==> src/rtl/cc_pkg.sv <==
// Shared types and constants for the cc game supervisor.
package cc_pkg;

  typedef enum logic [1:0] {
    CC_IDLE = 2'd0,
    CC_PLAY = 2'd1,
    CC_OVER = 2'd2
  } cc_state_t;

  localparam logic [7:0] CC_LFSR_SEED = 8'hA5;
  // Feedback taps for x^8+x^6+x^5+x^4+1 on a left-shifting register.
  localparam logic [7:0] CC_LFSR_TAPS = 8'hB8;

  // Full-width wall: every row lit except the gap row.
  function automatic logic [7:0] cc_wall(input logic [7:0] gap);
    return ~(8'd1 << gap);
  endfunction

endpackage

==> src/rtl/cc_lfsr8.sv <==
// 8-bit Fibonacci LFSR that supplies wall gap positions; steps only when adv is high.
module cc_lfsr8
  import cc_pkg::*;
(
  input  logic       clk,
  input  logic       reset,
  input  logic       adv,
  output logic [7:0] q
);

  logic [7:0] lfsr_q;
  logic [7:0] lfsr_d;

  always_comb begin
    lfsr_d = lfsr_q;
    if (adv) lfsr_d = {lfsr_q[6:0], ^(lfsr_q & CC_LFSR_TAPS)};
  end

  always_ff @(posedge clk) begin
    if (reset) lfsr_q <= CC_LFSR_SEED;
    else       lfsr_q <= lfsr_d;
  end

  assign q = lfsr_q;

endmodule

==> src/rtl/cc_game_ctrl.sv <==
// Game supervisor: scrolls gapped walls toward the player column, detects collisions, keeps score.
// Optional build macro CC_GAME_LFSR_IDLE_EN lets the LFSR free-run in IDLE.
module cc_game_ctrl
  import cc_pkg::*;
#(
  parameter int ROWS    = 8,
  parameter int DIST    = 4,
  parameter int SPACING = 3,
  parameter int TICK_W  = 7,
  parameter int SCORE_W = 10
) (
  input  logic                 clk,
  input  logic                 reset,
  input  logic                 start,
  input  logic [ROWS-1:0]      player,
  output logic                 active,
  output logic                 over,
  output logic [DIST*ROWS-1:0] field,
  output logic [SCORE_W-1:0]   score
);

  localparam int SP_W = (SPACING > 1) ? $clog2(SPACING) : 1;

  cc_state_t            state_q, state_d;
  logic                 active_q, active_d;
  logic                 over_q, over_d;
  logic [DIST*ROWS-1:0] field_q, field_d;
  logic [SCORE_W-1:0]   score_q, score_d;
  logic [TICK_W-1:0]    tick_cnt_q, tick_cnt_d;
  logic [SP_W-1:0]      spawn_cnt_q, spawn_cnt_d;
  logic                 start_q, start_prev_q;

  logic                 start_rise;
  logic                 collision;
  logic                 tick;
  logic                 lfsr_adv;
  logic [7:0]           lfsr;
  logic [7:0]           wall_full;
  logic [ROWS-1:0]      spawn_col;

  cc_lfsr8 u_lfsr (
    .clk   (clk),
    .reset (reset),
    .adv   (lfsr_adv),
    .q     (lfsr)
  );

  assign wall_full = cc_wall(lfsr & 8'(ROWS - 1));

  always_comb begin
    state_d     = state_q;
    field_d     = field_q;
    score_d     = score_q;
    tick_cnt_d  = '0;
    spawn_cnt_d = spawn_cnt_q;
    lfsr_adv    = 1'b0;
    start_rise  = start_q & ~start_prev_q;
    collision   = |(player & field_q[ROWS-1:0]);
    tick        = (state_q == CC_PLAY) && (tick_cnt_q == '0);
    spawn_col   = (spawn_cnt_q == '0) ? wall_full[ROWS-1:0] : '0;

    case (state_q)
      CC_IDLE: begin
`ifdef CC_GAME_LFSR_IDLE_EN
        lfsr_adv = 1'b1;
`endif
        if (start_rise) begin
          state_d     = CC_PLAY;
          field_d     = '0;
          score_d     = '0;
          spawn_cnt_d = '0;
        end
      end
      CC_PLAY: begin
        // A collision on a tick cycle suppresses the shift and the score update.
        if (collision) begin
          state_d = CC_OVER;
        end else begin
          tick_cnt_d = tick_cnt_q + TICK_W'(1);
          if (tick) begin
            lfsr_adv = 1'b1;
            field_d  = {spawn_col, field_q[DIST*ROWS-1:ROWS]};
            if ((field_q[ROWS-1:0] != '0) && (score_q != '1))
              score_d = score_q + SCORE_W'(1);
            spawn_cnt_d = (spawn_cnt_q == SP_W'(SPACING - 1)) ? '0 : spawn_cnt_q + SP_W'(1);
          end
        end
      end
      CC_OVER: begin
        if (start_rise) begin
          state_d = CC_IDLE;
          field_d = '0;
        end
      end
      default: state_d = CC_IDLE;
    endcase

    active_d = (state_d != CC_IDLE);
    over_d   = (state_d == CC_OVER);
  end

  always_ff @(posedge clk) begin
    if (reset) begin
      state_q      <= CC_IDLE;
      active_q     <= 1'b0;
      over_q       <= 1'b0;
      field_q      <= '0;
      score_q      <= '0;
      tick_cnt_q   <= '0;
      spawn_cnt_q  <= '0;
      start_q      <= 1'b0;
      start_prev_q <= 1'b0;
    end else begin
      state_q      <= state_d;
      active_q     <= active_d;
      over_q       <= over_d;
      field_q      <= field_d;
      score_q      <= score_d;
      tick_cnt_q   <= tick_cnt_d;
      spawn_cnt_q  <= spawn_cnt_d;
      start_q      <= start;
      start_prev_q <= start_q;
    end
  end

  assign active = active_q;
  assign over   = over_q;
  assign field  = field_q;
  assign score  = score_q;

endmodule

==> config.mk <==
export PLATFORM = sky130hd
export DESIGN_NAME = cc_game_ctrl
export DESIGN_NICKNAME = d
export VERILOG_FILES = /design/src/rtl/cc_pkg.sv /design/src/rtl/cc_lfsr8.sv /design/src/rtl/cc_game_ctrl.sv
export SDC_FILE = /design/constraint.sdc
export NUM_CORES = 1
export LEC_CHECK = 0
export ABC_AREA = 1
export CAP_MARGIN = 15
export CORE_MARGIN = 5
export CORE_UTILIZATION = 46
export DETAILED_ROUTE_END_ITERATION = 10
export GPL_TIMING_DRIVEN = 0
export HOLD_SLACK_MARGIN = 0.05
export PLACE_DENSITY = 0.75
export SYNTH_ARGS = -nofsm -noshare
export SYNTH_HDL_FRONTEND = slang
export SYNTH_SLANG_ARGS = --single-unit
==> constraint.sdc <==
create_clock -name clk -period 1.65 [get_ports clk]
set_input_delay 0.4125 -clock clk [delete_from_list [all_inputs] [get_ports clk]]
set_output_delay 0.4125 -clock clk [all_outputs]
set_load 0.02 [all_outputs]
==> insert_results.sql, run 1 <==
INSERT INTO impl_metrics (metric_group, metric, value, unit) VALUES
('status', 'run_status', 'complete, but fails checks', ''),
('status', 'failed_checks', 'design-rule violations', ''),
('worst_setup_path', 'critPathLaunchType', 'register', ''),
('global_route', 'grt_first_pass_wirelength', '11400', 'um'),
('synthesis', 'postSynthCellCount', '401', ''),
('power', 'p_leak', '1.77', 'nW'),
('synthesis', 'synth.net_count', '415', ''),
('floorplan', 'horizontal_extent_of_the_die', '88.6', 'um'),
('synthesis', 'synthXorXnorAreaFrac', '1.85', '%'),
('global_route', 'grtUsageMet2', '30.5', '%'),
('cts', 'hold_fix_buffers_at_cts', '0', ''),
('worst_setup_path', 'setup.worst_path.end_class', 'register', ''),
('synthesis', 'post_synth_main_area_contributors', 'dfxtp_1 46%, nand2_1 16%, nor2_1 7.3%, a21oi_1 7.0%, inv_1 4.4%', ''),
('place', 'final_estimated_routing_congestion_in_global_placement', '0.909', ''),
('timing', 'minimum_clock_period', '1.63', 'ns'),
('worst_setup_path', 'cpPeakStageDelay', '0.39', 'ns'),
('cells_and_area', 'stdcell_count', '558', ''),
('global_route', 'grt_remaining_overflow', '0', ''),
('floorplan', 'io_pins', '55', ''),
('route', 'dr_total_vias', '2894', ''),
('power', 'cellPowerDensity', '912', 'nW/um^2'),
('cts', 'cts.htree.levels', '3', ''),
('route', 'drt_drc_violations_left', '2', ''),
('global_route', 'top_usage_layer', 'met2', ''),
('floorplan', 'floorplan.rows', '28', ''),
('place', 'dp_hpwl', '4860', 'um'),
('floorplan', 'initial_core_utilization', '47.7', '%'),
('global_route', 'grt.met1_usage', '24.2', '%'),
('cells_and_area', 'fin_area', '3980', 'sq um'),
('flow_run', 'max_cap_viol_count', '0', ''),
('global_route', 'first_global_vias', '2553', ''),
('timing', 'skew', '0.00880', 'ns'),
('worst_setup_path', 'worst_ep_required_time', '1.89', 'ns'),
('cells_and_area', 'post_route_cells_drive_above_1_share', '17.4', '%'),
('cts', 'cts.path.max_buffers', '2', ''),
('place', 'placed_cell_areas', '3480', 'sq um'),
('place', 'placedCellCount', '530', ''),
('route', 'wirelength', '7470', 'um'),
('place', 'io_buffer_count', '54', ''),
('power', 'irDropWorstVdd', '0.000629', 'V'),
('timing', 'setup_viol', '0', ''),
('worst_setup_path', 'critical_path.slowest_cell', 'dfxtp_4', ''),
('synthesis', 'ys_seq_elements', '65', ''),
('timing', 'setup_tns', '0', 'ns'),
('timing', 'period_share', '98.5', '%'),
('cts', 'cts_buffers', '9', ''),
('global_route', 'grt_antenna_before_repair', '0', ''),
('min_path', 'hold_path.class', 'register to register', ''),
('route', 'dr.pass1.iters', '8', ''),
('global_route', 'globalRouteTotalUtil', '18.6', '%'),
('route', 'first_iter_violations', '224', ''),
('cts', 'path_clk_slew', '0.07', 'ns'),
('cts', 'cts_num_sinks', '65', ''),
('cells_and_area', 'layout_commonest_cell', 'nand2_1', ''),
('cts', 'cts_tree', 'yes', ''),
('synthesis', 'ys_seq_area_share', '45.8', '%'),
('global_route', 'global_route.usage.met3', '4.56', '%'),
('timing', 'grt_setup_unrepaired', 'yes', ''),
('cts', 'cts-root-buf', 'clkbuf_8', ''),
('synthesis', 'synthesis.area_per_instance', '7.09', 'sq um'),
('synthesis', 'combinational_family_with_the_most_area_after_synthesis', 'simple AND/OR/NAND/NOR gates', ''),
('route', 'vias_per_cell', '5.19', ''),
('synthesis', 'yosysWarningCount', '0', ''),
('synthesis', 'synth_compound_area_share', '11.9', '%'),
('global_route', 'maximum_number_of_pins_on_one_net_before_global_route_repair', '13', ''),
('worst_setup_path', 'critical_path.cell_chain', 'ha_1, nand2_2, nor2_2, nand3_1, nand2_1, nand2_2, buf_2, nand4_1, nand2_1, nand2_1, inv_1', ''),
('worst_setup_path', 'critical_path_class', 'register to register', ''),
('synthesis', 'yosysTopAreaCellShare', '45.8', '%'),
('floorplan', 'die_h', '88.6', 'um'),
('timing', 'maxSlewViolCount', '0', ''),
('floorplan', 'core_region_area', '5960', 'sq um');
[Yosys cell counts (all sizes together)]
library cell    n
xor2            3
nor2           56
nor3            8
a21oi          40
dfxtp          65
o211ai          1
nand3          11
nand2         121
nand4          12
or2             1
xnor2           3
clkbuf          6
and2            2
o21ai          16
inv            36
nor3b           1
buf             8
ha              3
a31oi           8
[worst max-delay path, delay by kind of cell (launching register included)]
| kind | cells | cell delay [ns] |
|---|---|---|
| adder cells (fa/ha/maj) | 1 | 0.22 |
| buffers and inverters | 2 | 0.20 |
| AND/OR/NAND/NOR | 8 | 0.71 |
| flip-flops | 1 | 0.39 |
[final timing paths]
kind / startpoint / end / slack, ns / depth (start not counted)
hold / removal: start_q$_SDFF_PP0_ / start_prev_q$_SDFF_PP0_ / 0.43 / 2
setup reg to reg: score[0]$_SDFFE_PP0P_ / score[7]$_SDFFE_PP0P_ / 0.02 / 11
setup / recovery: score[0]$_SDFFE_PP0P_ / score[7]$_SDFFE_PP0P_ / 0.02 / 11
hold reg to reg: start_q$_SDFF_PP0_ / start_prev_q$_SDFF_PP0_ / 0.43 / 2
[layout make-up]
cell class	instances	area (sq um)	share of cell area, %
multi-input combinational	286	1470	36.9
sequential	65	1310	33.0
timing repair buffer	67	618	15.5
inverter	36	138	3.46
buffer	14	131	3.31
clock buffer	9	124	3.12
tap	75	93.8	2.36
clock inverter	6	92.6	2.33
[layer usage]
metal  share of wire (%)  routed length, um
met3                 5.3                396
met1                  43               3180
met5                   0                  0
met4                 1.2                 89
met2                  51               3800
[report_power, final]
group | leakage [nW] | switching (mW) | total, mW | internal, mW
Clock | 0.102 | 0.649 | 1.50 | 0.850
Sequential | 0.530 | 0.0451 | 1.66 | 1.62
Combinational | 1.13 | 0.272 | 0.464 | 0.192
Total | 1.77 | 0.966 | 3.63 | 2.66
[stage by stage]
step           setup slack, ns  total power [mW]
3_3_place_gp            -0.736              2.08
6_report                0.0242              3.63
4_1_cts                -0.0196              3.57
5_1_grt                -0.0666              3.77
3_5_place_dp            -0.733              2.08
2_1_floorplan          0.00336              1.94
[cell families after synthesis]
group | Yosys count
AND/OR/NAND/NOR | 212
AO/OA/AOI/OAI | 65
flip-flops | 65
buffers and inverters | 50
XOR/XNOR | 6
adder cells (fa/ha/maj) | 3
[registers in the layout, summed over array words and instances (netlist names)]
signal and cells:
active 1, field 32, over 1, score 10, spawn_cnt_q 2, start_prev_q 1
start_q 1, state_q 2, tick_cnt_q 7, u_lfsr.q 8
[timing repair]
action,in CTS,in global routing
pin swaps,3,7
endpoints found under the setup margin,95,56
gates resized for setup,59,60
cloned,0,3
setup buffers,4,6
Power figures use the tool's default switching activity.
==> run 2: changes to the inputs <==
==> constraint.sdc (replaced) <==
create_clock -name clk -period 1.65 [get_ports clk]
set_input_delay 0.495 -clock clk [delete_from_list [all_inputs] [get_ports clk]]
set_output_delay 0.495 -clock clk [all_outputs]
set_load 0.02 [all_outputs]
==> run 2 against run 1 <==
Effect of this change: fmax fell by 2.0%; largest cell class unchanged; register-to-register slack got worse by 0.03 ns; largest power group unchanged; setup slack got worse by 0.033 ns; the flow finishes with violations (negative setup slack).
==> insert_results.sql, run 2 (synthesized netlist as in run 1, its figures left out) <==
INSERT INTO impl_metrics (metric_group, metric, value, unit) VALUES
('floorplan', 'core_region_area', '5960', 'sq um'),
('timing', 'grt_setup_unrepaired', 'yes', ''),
('status', 'run_status', 'complete, but fails checks', ''),
('cells_and_area', 'layout.cells.most_common_list', '103 x nand2_1, 61 x dfxtp_1, 47 x dlygate4sd2_1, 44 x nor2_1, 31 x a21oi_1', ''),
('cts', 'cts.htree.levels', '3', ''),
('floorplan', 'floorplan.rows', '28', ''),
('cells_and_area', 'fin_area', '4110', 'sq um'),
('timing', 'minimum_clock_period', '1.66', 'ns'),
('cells_and_area', 'final_net_count', '495', ''),
('power', 'cellPowerDensity', '897', 'nW/um^2'),
('worst_setup_path', 'critical_path_class', 'register to register', ''),
('cts', 'cts.path.max_buffers', '2', ''),
('timing', 'setup_tns', '-0.0192', 'ns'),
('floorplan', 'die_h', '88.6', 'um'),
('global_route', 'grt_antenna_before_repair', '0', ''),
('worst_setup_path', 'crit_path_start', 'tick_cnt_q[0]$_SDFF_PP0_', ''),
('route', 'first_iter_violations', '254', ''),
('worst_setup_path', 'reg2reg_setup_slack', '-0.009', 'ns'),
('power', 'p_leak', '1.82', 'nW'),
('worst_setup_path', 'critPathMaxFanout', '6', ''),
('floorplan', 'initial_core_utilization', '47.7', '%'),
('route', 'dr.pass1.iters', '5', ''),
('worst_setup_path', 'cp.arrival', '1.94', 'ns'),
('cells_and_area', 'largest_register_ff_count', '32', ''),
('cts', 'cts_buffers', '9', ''),
('timing', 'skew', '0.00998', 'ns'),
('cells_and_area', 'stdcell_count', '560', ''),
('cts', 'cts-root-buf', 'clkbuf_8', ''),
('place', 'placed_cell_areas', '3480', 'sq um'),
('place', 'io_buffer_count', '54', ''),
('power', 'power', '3.68', 'mW'),
('timing', 'period_share', '101', '%'),
('timing', 'maxSlewViolCount', '0', ''),
('cells_and_area', 'n_antenna_cell', '0', ''),
('worst_setup_path', 'r2r-start', 'tick_cnt_q[0]$_SDFF_PP0_', ''),
('timing', 'setup_viol', '3', ''),
('cts', 'hold_fix_buffers_at_cts', '0', ''),
('timing', 'maxClockFrequency', '603', 'MHz'),
('timing', 'worst_hold_slack', '0.432', 'ns'),
('cells_and_area', 'synthToLayoutAreaGrowth', '44.5', '%'),
('floorplan', 'fp.dieArea', '7850', 'sq um'),
('global_route', 'first_global_vias', '2605', ''),
('worst_setup_path', 'worst_ep_required_time', '1.93', 'ns'),
('cells_and_area', 'post_route_cells_drive_above_1_share', '21.6', '%'),
('place', 'dp_hpwl', '4860', 'um'),
('cells_and_area', 'layout.filler_cells', '490', ''),
('cells_and_area', 'layout_commonest_cell', 'nand2_1', ''),
('global_route', 'grt_first_pass_wirelength', '11900', 'um'),
('cells_and_area', 'register_area', '1310', 'sq um'),
('place', 'placedCellCount', '530', ''),
('cts', 'path_clk_slew', '0.08', 'ns'),
('global_route', 'grt_remaining_overflow', '0', ''),
('timing', 'worst_pin_slew', '0.462', 'ns'),
('cts', 'clock_insertion_delay_worst_skew', '0.34', 'ns'),
('min_path', 'start_point_of_the_worst_min_delay_path', 'start_q$_SDFF_PP0_', ''),
('route', 'drt_drc_violations_left', '0', ''),
('route', 'drtAntennaViolNets', '0', ''),
('worst_setup_path', 'critPathLaunchType', 'register', ''),
('min_path', 'hold_path.class', 'register to register', ''),
('status', 'failed_checks', 'negative setup slack', ''),
('route', 'vias_per_cell', '5.23', ''),
('route', 'wirelength', '8030', 'um'),
('power', 'irDropWorstVdd', '0.000642', 'V'),
('cts', 'cts_tree', 'yes', ''),
('cts', 'cts_num_sinks', '65', ''),
('route', 'dr_total_vias', '2929', ''),
('worst_setup_path', 'ff2ff_path_depth', '11', ''),
('worst_setup_path', 'setup.worst_path.end_class', 'register', ''),
('route', 'wire_per_inst', '14.3', 'um'),
('worst_setup_path', 'worst_r2r_endpoint', 'u_lfsr.q[6]$_SDFFE_PP0P_', ''),
('timing', 'finalWorstSetupSlack', '-0.00917', 'ns'),
('floorplan', 'horizontal_extent_of_the_die', '88.6', 'um'),
('flow_run', 'max_cap_viol_count', '0', ''),
('cells_and_area', 'multi_input_comb_area', '1530', 'sq um'),
('place', 'final_estimated_routing_congestion_in_global_placement', '0.909', ''),
('global_route', 'globalRouteTotalUtil', '19.4', '%'),
('timing', 'final_hold_viol_count', '0', ''),
('global_route', 'maximum_number_of_pins_on_one_net_before_global_route_repair', '13', ''),
('floorplan', 'io_pins', '55', ''),
('worst_setup_path', 'endpoint', 'u_lfsr.q[6]$_SDFFE_PP0P_', ''),
('timing', 'timing.max_slew.rel_slack', '69.2', '%');
[run 2: changes by cell type in the layout (fill, tap and decap cells not counted), sizes merged]
| cell | delta |
|---|---|
| clkbuf | +3 |
| dlymetal6s2s | -1 |
| clkdlybuf4s15 | +4 |
| dlygate4sd2 | +3 |
| clkdlybuf4s50 | -7 |
[run 2: worst min path at each step]
stage,end,slack (ns),depth (start not counted)
after floorplan,start_prev_q$_SDFF_PP0_,0.40,2
after global placement,start_prev_q$_SDFF_PP0_,0.41,2
after detailed placement,start_prev_q$_SDFF_PP0_,0.42,2
after CTS,start_prev_q$_SDFF_PP0_,0.43,2
after global routing,start_prev_q$_SDFF_PP0_,0.45,2
final,start_prev_q$_SDFF_PP0_,0.43,2
[run 2: repair_timing]
action	CTS	global route
endpoints found under the setup margin	97	62
gates resized for setup	83	69
pin swaps	14	20
setup buffers	8	4
gates cloned	2	2
[run 2: per-layer routing]
layer | vias up | part of all wire (%) | global-route usage (%)
li1 | 1451 | - | -
met1 | 1378 | 42 | 25.1
met2 | 93 | 52 | 32.4
met3 | 7 | 4.8 | 4.56
met4 | 0 | 0.85 | 5.77
met5 | - | 0 | 0
[run 2: worst max-delay path, cell delays in order, from the launching register on]
cell and delay [ns]:
dfxtp_2 0.34, inv_2 0.06, ha_4 0.12, inv_2 0.04
nor2_4 0.13, nand3_4 0.13, nor3_4 0.22, buf_12 0.17
buf_12 0.12, clkbuf_16 0.15, nor2_2 0.03, nor2_1 0.08
[run 2: where the power goes]
group | internal [mW] | switching (mW) | total, mW
sequential | 1.62 | 0.0497 | 1.67
clock | 0.850 | 0.646 | 1.50
combinational | 0.225 | 0.296 | 0.521
[run 2: area by class of cell]
cell class,count,share of cell area [%]
plain buffers,13,2.86
clock buffers,9,3.02
clock inverters,6,2.26
inverters,36,3.41
multi-input cells,286,37.2
flip-flops and latches,65,31.9
well taps,75,2.29
repair buffers,70,17.1
[run 2: metrics by stage]
stage	util [%]	worst slack (ns)
global placement	58.4	-0.819
CTS	65.0	0.00184
detailed placement	58.4	-0.815
finish	68.9	-0.00917
floorplan	-	0.00336
global route	68.9	-0.0886
